==> src/rtl/pipe_addsub.sv <==
// Pipelined carry-select adder/subtractor: STAGES segments, each followed by one register stage.
// Define PIPE_ADDSUB_SAT_EN to saturate Sum on signed overflow in the final stage.
module pipe_addsub #(
   parameter int WIDTH  = 32,
   parameter int STAGES = 4
) (
   input  logic             clk,
   input  logic             rst_n,
   input  logic             in_valid,
   output logic             in_ready,
   input  logic [WIDTH-1:0] A,
   input  logic [WIDTH-1:0] B,
   input  logic             Cin,
   input  logic             sub,
   output logic             out_valid,
   input  logic             out_ready,
   output logic [WIDTH-1:0] Sum,
   output logic             Cout,
   output logic             Ovf
);

   localparam int SEG  = WIDTH / STAGES;
   localparam int LAST = STAGES - 1;

   logic              adv;
   logic [STAGES-1:0] valid_reg, valid_next;
   logic [STAGES-1:0] carry_reg, carry_next;
   logic [WIDTH-1:0]  a_reg   [STAGES];
   logic [WIDTH-1:0]  b_reg   [STAGES];
   logic [WIDTH-1:0]  sum_reg [STAGES];
   logic [WIDTH-1:0]  a_next  [STAGES];
   logic [WIDTH-1:0]  b_next  [STAGES];
   logic [WIDTH-1:0]  sum_next[STAGES];
   logic              ovf_reg, ovf_next;

   // The whole pipeline moves as one; a stall only ever originates at the output.
   assign adv      = out_ready || !out_valid;
   assign in_ready = adv;

   always_comb begin
      logic [WIDTH-1:0] a_cur;
      logic [WIDTH-1:0] b_cur;
      logic [WIDTH-1:0] s_cur;
      logic             c_cur;
      logic             v_cur;
      logic [SEG:0]     seg_sum0;
      logic [SEG:0]     seg_sum1;
      logic [SEG:0]     seg_sel;

      valid_next = '0;
      carry_next = '0;
      ovf_next   = 1'b0;
      a_cur      = A;
      b_cur      = sub ? ~B : B;
      c_cur      = sub ? ~Cin : Cin;
      v_cur      = in_valid;
      s_cur      = '0;
      seg_sum0   = '0;
      seg_sum1   = '0;
      seg_sel    = '0;

      // Stage k adds its own segment; its carry-in is the carry registered by stage k-1.
      for (int k = 0; k < STAGES; k++) begin
         seg_sum0 = {1'b0, a_cur[k*SEG +: SEG]} + {1'b0, b_cur[k*SEG +: SEG]};
         seg_sum1 = {1'b0, a_cur[k*SEG +: SEG]} + {1'b0, b_cur[k*SEG +: SEG]} + (SEG+1)'(1);
         seg_sel  = c_cur ? seg_sum1 : seg_sum0;
         s_cur[k*SEG +: SEG] = seg_sel[SEG-1:0];

         a_next[k]     = a_cur;
         b_next[k]     = b_cur;
         sum_next[k]   = s_cur;
         carry_next[k] = seg_sel[SEG];
         valid_next[k] = v_cur;

         a_cur = a_reg[k];
         b_cur = b_reg[k];
         s_cur = sum_reg[k];
         c_cur = carry_reg[k];
         v_cur = valid_reg[k];
      end

      ovf_next = (a_next[LAST][WIDTH-1] == b_next[LAST][WIDTH-1]) &&
                 (sum_next[LAST][WIDTH-1] != a_next[LAST][WIDTH-1]);
`ifdef PIPE_ADDSUB_SAT_EN
      // Clamp toward the sign of A; Cout and Ovf keep reporting the raw add.
      if (ovf_next) begin
         sum_next[LAST] = a_next[LAST][WIDTH-1] ? {1'b1, {(WIDTH-1){1'b0}}}
                                                : {1'b0, {(WIDTH-1){1'b1}}};
      end
`endif
   end

   always_ff @(posedge clk or negedge rst_n) begin
      if (!rst_n) begin
         valid_reg <= '0;
         carry_reg <= '0;
         ovf_reg   <= 1'b0;
         for (int k = 0; k < STAGES; k++) begin
            a_reg[k]   <= '0;
            b_reg[k]   <= '0;
            sum_reg[k] <= '0;
         end
      end else if (adv) begin
         valid_reg <= valid_next;
         carry_reg <= carry_next;
         ovf_reg   <= ovf_next;
         for (int k = 0; k < STAGES; k++) begin
            a_reg[k]   <= a_next[k];
            b_reg[k]   <= b_next[k];
            sum_reg[k] <= sum_next[k];
         end
      end
   end

   assign out_valid = valid_reg[LAST];
   assign Sum       = sum_reg[LAST];
   assign Cout      = carry_reg[LAST];
   assign Ovf       = ovf_reg;

endmodule

==> config.mk <==
export PLATFORM = sky130hd
export DESIGN_NAME = pipe_addsub
export DESIGN_NICKNAME = d
export VERILOG_FILES = /design/src/rtl/pipe_addsub.sv
export SDC_FILE = /design/constraint.sdc
export NUM_CORES = 1
export LEC_CHECK = 0
export CAP_MARGIN = 30
export CORE_MARGIN = 2
export CORE_UTILIZATION = 61
export DETAILED_ROUTE_END_ITERATION = 7
export HOLD_SLACK_MARGIN = 0.06
export PLACE_DENSITY_LB_ADDON = 0.3
export SYNTH_ARGS = -nofsm -noshare
export SYNTH_HDL_FRONTEND = slang
export SYNTH_SLANG_ARGS = --single-unit
==> constraint.sdc <==
create_clock -name clk -period 5.5 [get_ports clk]
set_input_delay 1.1 -clock clk [delete_from_list [all_inputs] [get_ports clk]]
set_output_delay 1.1 -clock clk [all_outputs]
set_load 0.1 [all_outputs]
# Yosys cells after proc, flatten, opt, wreduce, memory -nomap -nowiden
# Cells that the tools add are included.
[op_classes] n_addsub=8 eq_ne=2 muxes=6 bitwise=2 reduce_logical=3
[ops] op="adder 8 x 8 -> 9 bit" n=4
[ops] op="adder 9 x 1 -> 9 bit, second input constant" n=4
[ops] op="2-to-1 mux 9 bit" n=4
[ops] op="2-to-1 mux 32 bit" n=1
[ops] op="NOT 32 bit" n=1
[ops] op="== test 1 bit" n=1
[ops] op="logical AND 1 bit" n=1
[ops] op="zero test 1 bit" n=1
[ops] op="logical OR 1 bit" n=1
[ops] op="2-to-1 mux 1 bit" n=1
[ops] op="!= test 1 bit" n=1
[ops] op="NOT 1 bit" n=1
[totals] regBits=281 out_inout_bits=36

# Longest topological paths before layout
# Gate-level depths: netlist of run 1.
[logic_depth] ltp_word=5 depth_mapped=13

# Least setup slack after synthesis of run 1
# No wires, ideal clock.
[synth_timing] kind="input to register" startpoint="input port sub" endpoint="register carry_reg[0]" setup_ps=95 arrival_time_ps=3767 t_required_ps=5405 path_slack_ps=1638 stages=13 path_buffers=2 path_cell_list="buf_6 clkbuf_1 xor2_1 ha_1 inv_1 fa_1 inv_1 ha_1 nand3_1 a311oi_2 nand3_2 o311a_1 o31ai_1"
[synth_via] elab_chain_len=4
[synth_lines] item="start: declaration" line_no="14" text="input logic sub,"
[synth_lines] item="2-to-1 mux 32 bit" line_no="54" text="b_cur = sub ? ~B : B;"
[synth_lines] item="adder 8 x 8 -> 9 bit" line_no="64, 65"
[synth_lines] item="adder 9 x 1 -> 9 bit" line_no="65" text="seg_sum1 = {1'b0, a_cur[k*SEG +: SEG]} + {1'b0, b_cur[k*SEG +: SEG]} + (SEG+1)'(1);"
[synth_lines] item="2-to-1 mux 9 bit (*)" line_no="66" text="seg_sel = c_cur ? seg_sum1 : seg_sum0;"
[synth_lines] item="end signal: assignment" line_no="105" text="carry_reg <= carry_next;"
[synth_lines] item="end: declaration" line_no="27" text="logic [STAGES-1:0] carry_reg, carry_next;"
# Every way passes the cells marked *; elsewhere a longest branch is shown, timed or not.
# A chain may end at the register's enable or synchronous reset.

# Final worst setup path of run 1
[layout_timing] startpoint="input port out_ready" endpoint="output port in_ready"
[layout_via] elab_chain_len=1
[layout_lines] item="start: declaration" line_no="16" text="input logic out_ready,"
[layout_lines] item="logical OR 1 bit" line_no="37" text="assign adv = out_ready || !out_valid;"
[layout_lines] item="end: declaration" line_no="10" text="output logic in_ready,"
# Every way passes these cells.

==> results of run 1 <==
==> cell type report <==
class / instances / area (um^2) / share of cell area
clock buffer: 22 / 464 / 0.0429
timing repair buffer: 113 / 1150 / 0.106
sequential: 185 / 4630 / 0.427
tap: 184 / 230 / 0.0213
inverter: 20 / 77.6 / 0.00716
clock inverter: 9 / 92.6 / 0.00855
multi-input combinational: 764 / 4190 / 0.387
==> kinds of logic (layout without fill, tap and decap cells) <==
logic type	after synthesis	after routing	share of synthesized area
and+or+nand+nor	510	510	0.226
DFF	185	185	0.511
AOI/OAI and AO/OA	132	132	0.0927
xor gates and xnor gates	79	79	0.0800
buffers and inverters	66	164	0.0284
adders and majority gates	41	41	0.0599
muxes	2	2	0.00221
==> worst max-delay path: stages <==
cell	delay, ns
clkdlybuf4s50_1	0.44
nor2b_4	0.46
inv_4	0.35
buf_4	0.34
==> stage by stage <==
step | cell area, um^2 | instances | hold slack, ns | setup WS, ns
floorplan | 9070 | 1015 | 0.430 | 1.64
global placement | 10200 | 1264 | 0.449 | 1.40
detailed placement | 10200 | 1265 | 0.446 | 1.54
CTS | 10800 | 1296 | 0.467 | 1.68
global route | 10800 | 1297 | 0.459 | 1.57
finish | 10800 | 1297 | 0.464 | 1.69
==> worst min-delay path by stage <==
stage	startpoint	endpoint	slack, ns	cells after the start
2_1_floorplan	valid_reg[2]	valid_reg[2]	0.43	2
3_3_place_gp	b_next[59]	b_next[59]	0.45	2
3_5_place_dp	valid_reg[2]	valid_reg[3]	0.45	1
4_1_cts	sum_next[64]	sum_next[32]	0.47	2
5_1_grt	rst_n	Sum[3]	0.46	1
6_report	Sum[27]	Sum[27]	0.46	2
==> layer usage <==
metal  track usage  vias up  wire (um)
li1              -     3477          -
met2         0.409      130       9030
met3        0.0382       39        550
met5             0        -          0
met4        0.0937        0        435
met1         0.307     3235       7750
==> report_power, final <==
part / internal (mW) / switching [mW] / total, mW
clock: 0.649 / 0.507 / 1.16
combinational: 1.29 / 2.46 / 3.75
sequential: 1.97 / 0.352 / 2.32
==> placed cells by master (no fill, tap or decap), types with 4 or more instances in the layout <==
cell,instances
o31ai_1,4
o211ai_1,5
xor2_1,22
o21ai_0,52
clkbuf_16,17
and3_1,4
ha_1,37
nor3_1,13
buf_4,7
dfrtp_1,185
a21o_1,10
clkdlybuf4s50_1,102
xnor2_1,55
nand2b_1,5
fa_1,4
a31oi_1,5
nand2_1,426
nand4_1,5
inv_1,19
nand3_1,8
nor2_1,29
o21ai_1,5
a21oi_1,20
==> impl_metrics.toml, run 1 <==
[finish]
synthToLayoutAreaGrowth_pct = 19.4
drive_gt1_frac = 0.0458
fill_cells = 1070
final_nets = 1212
final_util = 0.745
diodes = 0

[clock_network]
cts_sinks = 185
clock_latency_ns = 0.43
cts_resized = 0
clkTransAtPathRegs_ns = 0.06
clock_path_buffers = 2
cts_tree = "yes"
root_buffer = "clkbuf_16"
postCtsSetupRepairBufs = 0
numCtsBuffers = 17
htreeDepth = 4
postCtsHoldBufs = 0

[synthesis]
yosysTopAreaCell = "dfrtp_1"
synth_top_area_share = 0.511
ys_seq_area_frac = 0.511
synth_ff_type = "dfrtp_1"
synth_area_leaders = "dfrtp_1 (51%), nand2_1 (18%), xnor2_1 (5.3%)"
synth_nets = 1126
synth-async-reset-ratio = 1.00
synth.distinct_cells = 61
syn_area_um2 = 9070
synth_edf_count = 0
synth_common_cells = "nand2_1 (426), dfrtp_1 (185), xnor2_1 (55)"
post_synth.cell_area_avg_um2 = 8.93
yosysWarnings = 0
ys_seq_elements = 185
synth.most_common_cell = "nand2_1"
synthCells = 1015

[status]
status = "completed"

[worst_setup_path]
r2r_cells = 9
worstPathMaxFanout = 55
reg2reg_from = "a_next[72]"
reg2reg_slack_ns = 2.79
cp-start-kind = "primary input"
timing.critical_path.to = "in_ready"
crit_path_end_kind = "output port"
required_ns = 4.40
critPathKind = "in2out"
reg2reg_to = "sum_next[47]"
cp.arrival_ns = 2.71
startpoint = "out_ready"

[detailed_routing]
routed_via_density = 5.31
drtAntennaViolNets = 0
wl_per_cell_um = 13.7
drtPass1Iterations = 4
drt-total-wl_um = 17800
drtIter0Drc = 560
drcViolationCount = 0
route.vias.total = 6881

[global_routing]
grt_pass1_vias = 6836
grt_max_degree = 124
grt_first_pass_wirelength_um = 31000
gr-total-overflow = 0
grt.total_usage = 0.239
antenna_found_initial = 0

[power]
p_per_area_nw_per_um2 = 668
power.leakage_nw = 5.17
p_total_mw = 7.23
peakVddDrop_uv = 300

[sta]
relSlewSlack = 0.345
period_share = 0.693
worstMarginPinSlew_ns = 0.979
finClkSkew_ns = 0.00514
max_freq_ghz = 0.262
hold_violations = 0
rsz0062_at_grt = "no"
setup_tns_ns = 0
setup_viol = 0
fin_crit_ns = 3.81
slew_viol_final = 0

[die]
row_count = 44
die_x_um = 126
die_h_um = 126
start_util = 0.624
dieArea_um2 = 15900
ios = 106
fp.coreArea_um2 = 14500

[placement]
dp.final_hpwl_um = 11700
port-buffer-count = 105
gp_congestion = 0.872

[hold_path]
min_path_type = "reg2reg"

[job]
drv_cap = 0
Power figures use the tool's default switching activity.
==> run 2, diff against run 1 <==
Settings changed: CORE_UTILIZATION 61 to 51.
Clock period 5.5 ns to 3.1 ns, I/O delays scaled along.
==> impl_metrics.toml, run 2 (synthesized netlist as in run 1, its figures left out) <==
[status]
status = "completed"

[sta]
setup_viol = 0
worstMarginPinSlew_ns = 0.659
max_freq_ghz = 0.338
slew_viol_final = 0
hold_violations = 0
period_share = 0.953
layout_setup_ws_ns = 0.145
relSlewSlack = 0.561
worst_hold_slack_ns = 0.224
finClkSkew_ns = 0.0126
fin_crit_ns = 2.96

[detailed_routing]
drtAntennaViolNets = 0
drtPass1Iterations = 4
routed_via_density = 5.02
route.vias.total = 6772
drt-total-wl_um = 17500
wl_per_cell_um = 13.0
drcViolationCount = 0
drtIter0Drc = 368

[clock_network]
cts_sinks = 185
clkTransAtPathRegs_ns = 0.07
clock_path_buffers = 2
numCtsBuffers = 17
postCtsSetupRepairBufs = 0
clock_latency_ns = 0.42
root_buffer = "clkbuf_16"
cts_tree = "yes"
htreeDepth = 4

[worst_setup_path]
worstPathCellList = "clkdlybuf4s50_1 > xor2_1 > ha_1 > inv_1 > fa_1 > inv_1 > ha_1 > nand3_1 > a311oi_2 > nand3_2 > a2111oi_1 > o31ai_2"
cp-start-kind = "primary input"
reg2reg_from = "a_next[72]"
critPathSlowestCell = "clkdlybuf4s50_1"
startpoint = "B[0]"
crit_path_end_kind = "flop"
critPathKind = "in2reg"
timing.critical_path.to = "carry_reg[0]"
reg2reg_slack_ns = 0.45
r2r_cells = 9
cpPeakStageDelay_ns = 0.47
reg2reg_to = "sum_next[47]"
required_ns = 3.39
cp.arrival_ns = 3.24
worstPathMaxFanout = 3

[finish]
final_nets = 1223
final_cell_mix = "nand2_1 (426), dfrtp_1 (185), clkdlybuf4s50_1 (67)"
fin_cells = 1350
multi_input_comb_area_um2 = 4200
postLayoutCellArea_um2 = 11000
seq_area_um2 = 4630
drive_gt1_frac = 0.0899
synthToLayoutAreaGrowth_pct = 20.9
layout_commonest_cell = "nand2_1"
fill_cells = 1482

[global_routing]
antenna_found_initial = 1
grt_max_degree = 110
grt_pass1_vias = 6727
gr-total-overflow = 0
grt_first_pass_wirelength_um = 30100
grt.total_usage = 0.199

[die]
dieArea_um2 = 18900
start_util = 0.522
row_count = 48
ios = 106
die_x_um = 137
fp.coreArea_um2 = 17400
die_h_um = 137

[job]
drv_cap = 0

[placement]
port-buffer-count = 105
placed_area_um2 = 10300
post-place-cells = 1318
place_ws_ns = -0.297
dp.final_hpwl_um = 11800
gp_congestion = 0.811

[hold_path]
min_path_type = "in2async"

[power]
power.leakage_nw = 5.29
peakVddDrop_uv = 1100
p_per_area_nw_per_um2 = 1180
## run 2: cell types whose count changed in the layout (fill, tap and decap cells not counted), sizes merged
cell,change
clkbuf,-1
clkdlybuf4s50,-35
buf,+46
clkinv,-2
clkinvlp,+2
inv,-1
diode,+1
bufinv,+2
## run 2: worst min-delay path by stage
stage              endpoint  depth (start not counted)  slack, ns
2_1_floorplan           Ovf                          0       0.32
3_3_place_gp     a_next[63]                          2       0.45
3_5_place_dp   sum_next[15]                          2       0.45
4_1_cts              Sum[6]                          1       0.26
5_1_grt              Sum[1]                          1       0.26
6_report             Sum[3]                          1       0.22
## run 2: where the power goes
part           internal (mW)  switching [mW]
registers               3.50           0.632
clock network           1.33           0.903
logic                   2.26            4.32
## run 2: layout make-up
cell class / count / area share
flip-flops and latches: 185 / 0.422
multi-input cells: 764 / 0.383
repair buffers: 124 / 0.106
clock buffers: 21 / 0.0429
well taps: 225 / 0.0257
clock inverters: 10 / 0.0130
inverters: 20 / 0.00707
diodes: 1 / 0.000228
## run 2: critical path: cells and delay by family
family	cells	cell delay [ns]
compound gates	3	0.85
fa+ha+maj	3	0.80
xor+xnor	1	0.14
simple gates	2	0.21
buf+inv	3	0.61
## run 2: routing by layer
| metal | GRT usage | vias up | wire (um) | part of all wire |
|---|---|---|---|---|
| li1 | - | 3504 | - | - |
| met1 | 0.256 | 3151 | 8220 | 0.47 |
| met2 | 0.345 | 105 | 8570 | 0.49 |
| met3 | 0.0416 | 10 | 586 | 0.033 |
| met4 | 0.0493 | 2 | 140 | 0.0080 |
| met5 | 0 | - | 13 | 0.00074 |
## run 2: what timing repair did
item,CTS,global route
hold buffers,0,0
endpoints found under the setup margin,0,1
gates resized for setup,0,3
## run 2: stage by stage
step	util	TNS [ns]	power, mW
detailed placement	0.596	-0.569	10.7
global placement	0.596	-0.385	10.5
finish	0.632	0	12.9
global route	0.632	-0.0877	13.9
CTS	0.631	0	13.1
floorplan	-	-0.0896	9.27
